==> config.mk <==
export PLATFORM = sky130hd
export DESIGN_NAME = top
export DESIGN_NICKNAME = d
export VERILOG_FILES = /design/src/rtl/top.sv
export SDC_FILE = /design/constraint.sdc
export NUM_CORES = 1
export LEC_CHECK = 0
export CORE_ASPECT_RATIO = 0.8
export CORE_UTILIZATION = 45
export DETAILED_ROUTE_END_ITERATION = 8
export PLACE_DENSITY = 0.67
export SETUP_SLACK_MARGIN = 0.1
export SLEW_MARGIN = 20
export SYNTH_ARGS = -nofsm -noshare
export SYNTH_HDL_FRONTEND = slang
export SYNTH_SLANG_ARGS = --single-unit
export TNS_END_PERCENT = 100
==> constraint.sdc <==
create_clock -name CLK -period 1.6 [get_ports CLK]
set_input_delay 0.16 -clock CLK [delete_from_list [all_inputs] [get_ports CLK]]
set_output_delay 0.16 -clock CLK [all_outputs]
set_load 0.02 [all_outputs]
==> src/rtl/top.sv <==
// Radix-4 (Booth-2) signed 4x4 multiplier, three-stage free-running pipeline:
// operand register, Booth partial-product register, sum register.
module top (
   input  logic       CLK,
   input  logic       RST,
   input  logic [3:0] multiplicand,
   input  logic [3:0] multiplier,
   output logic [7:0] final_result
);

   logic signed [3:0] x_q, x_d;
   logic signed [3:0] y_q, y_d;
   logic signed [7:0] pp0_q, pp0_d;
   logic signed [7:0] pp1_q, pp1_d;
   logic signed [7:0] res_q, res_d;
   logic signed [7:0] x_ext;

   // Booth-2 group {b2,b1,b0} selects a multiple of X in {-2,-1,0,+1,+2}.
   function automatic logic signed [7:0] booth_pp(input logic [2:0]        grp,
                                                  input logic signed [7:0] x);
      logic signed [7:0] pp;
      case (grp)
         3'b001, 3'b010: pp = x;
         3'b011:         pp = x <<< 1;
         3'b100:         pp = -(x <<< 1);
         3'b101, 3'b110: pp = -x;
         default:        pp = '0;
      endcase
      return pp;
   endfunction

   // Stage 1: operand capture
   always_comb begin
      x_d = multiplicand;
      y_d = multiplier;
   end

   // Stage 2: partial products; X is widened first so -2*(-8) fits as +16
   always_comb begin
      x_ext = {{4{x_q[3]}}, x_q};
      pp0_d = booth_pp({y_q[1], y_q[0], 1'b0}, x_ext);
      pp1_d = booth_pp({y_q[3], y_q[2], y_q[1]}, x_ext) <<< 2;
   end

   // Stage 3: final sum
   always_comb begin
      res_d = pp0_q + pp1_q;
   end

   always_ff @(posedge CLK or negedge RST) begin
      if (!RST) begin
         x_q   <= '0;
         y_q   <= '0;
         pp0_q <= '0;
         pp1_q <= '0;
         res_q <= '0;
      end else begin
         x_q   <= x_d;
         y_q   <= y_d;
         pp0_q <= pp0_d;
         pp1_q <= pp1_d;
         res_q <= res_d;
      end
   end

   assign final_result = res_q;

endmodule

==> results.txt <==
DRC violations left = 0
Setup Skew = 0.00253 ns
syn nets = 139
Switching Fraction = 27.6%
worst setup margin = 0.142 ns
Reg power frac = 47.8%
r2r setup slk = 0.14 ns
initial antenna violation count = 0
Clock Tree Buf Depth = 2
Post-synth EDFFs = 0
Avg Inst Size Synth = 11.3 um^2
clock latency on the worst-skew pair = 0.27 ns
Yosys top cell area share = 54.7%
Post-synth ARST share = 100%
final hold vios = 0
ANT cells = 0
Crit Path Category = reg2reg
hold_buf cts = 0
Cells after Synth = 121
CTS H-tree lvls = 2
Cell Rows = 17
VDD IR-drop max = 0.583 mV
Worst Tran Pin Value = 0.510 ns
Max-slew headroom = 66.0%
Layout Nets = 162
CP top delay family = adder cells
crit path capture type = register
TritonCTS clock tree = done
sequential share of the synthesized area = 54.7%
most numerous cell in the Yosys netlist = dfrtp_1
LEAKAGE = 0.771 nW
status = completed
Crit Reg-Reg Startpoint = pp0_q[2]
combinational share of power = 23.2%
total CTS buffers = 5
Slew Viols, Final = 0
PwrDens = 1090 mW/mm^2
Pre-Repair DR Iteration Count = 4
Net Switching = 0.000522 W
Starting Density = 48.5%
IO Count = 18
first-pass GRT wire length = 3880 um
CORE AREA = 0.00283 mm^2
DR WL/cell = 12.8 um
vias in the first global route = 954
Data arrival, critical path = 1.65 ns
Crit-path slowest cell = dfrtp_1
iteration-0 DRC count of the detailed router = 20
Period minus WS final = 1.46 ns
top post-synthesis cells by area = dfrtp_1, ha_1, o21ai_0
routed vias = 952
max incr delay on CP = 0.41 ns
Synth area leader = dfrtp_1
number of library cell types mapped by synthesis = 36
Worst R2R Path Depth = 5
Clock transition at path regs = 0.06 ns
total of max-cap violations = 0
count of state elements after synthesis = 30
clk sinks = 30
Area Overhead vs Synth = 26.0%
Clock power frac = 29.0%
CP startpoint kind = register
final setup vio count = 0
Clock Tree Root = clkbuf_8
Internal Power = 0.00137 W
grt total ovfl = 0
post-detailed-route count of antenna-violating nets = 0
chip width = 63.7 um
required time worst endpoint = 1.79 ns
layout cells sized above 1 = 19.4%
critical path buffer and inverter count = 0
detailed placement HPWL = 1530 um
final worst path period share = 91.1%
Yosys warnings = 0
fmax = 686 MHz
die area = 0.00328 mm^2
min-delay worst type = in2async
unrepaired setup endpoints after global routing = true
GPL Wtd Cong = 0.865
final wirelength = 2330 um
pre-CTS setup slack = 0.0320 ns
largest net degree at the start of global routing = 31
Post-Syn Area = 0.00137 mm^2
R2R Path End = final_result[6]
Buffers on Ports = 17
Die Ht = 51.4 um
Crit Path Max Fanout = 3
GRT Total Usage = 16.1%
worst-path cell chain = ha_4 > fa_2 > a21o_1 > a21oi_2 > xnor2_1
top cells by count, synth = dfrtp_1, o21ai_0, a21oi_1
Setup TNS = 0 ns
Top FF cell, synth = dfrtp_1
DR vias/cell = 5.23
## state kept, by name (all words and copies together), names as in the netlist
register      count
final_result      8
pp0_q             8
pp1_q             6
x_q               4
y_q               4
## cells in the final DEF (no fill, tap or decap), types with 3 or more instances in the layout
master,synthesis,layout
a21oi_1,10,9
buf_4,1,5
clkbuf_8,0,5
clkdlybuf4s50_1,0,17
dfrtp_1,30,30
ha_1,7,4
inv_1,5,4
nand2_1,8,8
nor2_1,6,6
o21ai_0,11,10
xnor2_1,6,4
xor2_1,3,3
## how the worst max path moves through the flow
stage	start	end	slack (ns)	cells past startpoint
final	pp0_q[2]	final_result[6]	0.14	5
after CTS	pp0_q[2]	final_result[6]	0.09	5
after floorplan	pp0_q[2]	final_result[6]	0.12	5
after global placement	pp0_q[2]	final_result[6]	0.08	5
after global routing	pp0_q[2]	final_result[6]	0.07	5
after detailed placement	pp0_q[2]	final_result[6]	0.03	5
## cell families (layout without fill, tap and decap cells)
family          Yosys count  count (layout)  share of synthesized area (%)
fa+ha+maj                 8               8                           7.84
xor+xnor                  9               9                           5.74
buf+inv                  11              34                           4.56
simple gates             28              28                           10.4
flops                    30              30                           54.7
compound gates           32              32                           14.1
mux                       3               3                           2.64
## worst reg2reg max path, delay by kind of cell (launching register included)
family	cells	cell delay [ns]
flip-flops	1	0.41
XOR/XNOR	1	0.12
AO/OA/AOI/OAI	2	0.31
adder cells (fa/ha/maj)	2	0.54
## per-stage QoR
stage | total power [W] | instances | hold WS, ns | util [%] | cell area, um^2
6_report | 0.00189 | 182 | 0.276 | 61.1 | 1730
5_1_grt | 0.00200 | 182 | 0.302 | 61.1 | 1730
4_1_cts | 0.00189 | 181 | 0.280 | 58.8 | 1660
3_5_place_dp | 0.00132 | 173 | 0.343 | 55.5 | 1570
3_3_place_gp | 0.00131 | 173 | 0.334 | 55.5 | 1570
2_1_floorplan | 0.00115 | 121 | -0.136 | - | 1370
## power by group through the flow
stage                     registers (W)  logic, W  clock network [W]
after global routing           0.000914  0.000482           0.000608
final                          0.000903  0.000438           0.000549
after global placement         0.000910  0.000404                  0
after floorplan                0.000960  0.000193                  0
after CTS                      0.000898  0.000419           0.000568
after detailed placement       0.000911  0.000411                  0
## layout make-up
class                   instances  area [um^2]
inverters                       5         18.8
fillers                       219         1100
flip-flops and latches         30          751
multi-input cells              80          626
clock inverters                 2         10.0
clock buffers                   5         68.8
well taps                      38         47.5
repair buffers                 22          208
## layer usage
layer  global-route usage (%)  wire [um]  vias to the layer above
met5                        0          0                        -
met4                     10.6          9                        0
met3                     5.58         99                        2
met2                     27.8       1260                       29
met1                     16.7        966                      459
li1                         -          -                      462
## repair_timing
| item | CTS | global route |
|---|---|---|
| pin swaps | 1 | 2 |
| buffers inserted | 1 | 1 |
| gates resized for setup | 3 | 11 |
| setup endpoints to repair | 3 | 9 |
Note: power is estimated with default switching activity, not from simulation.
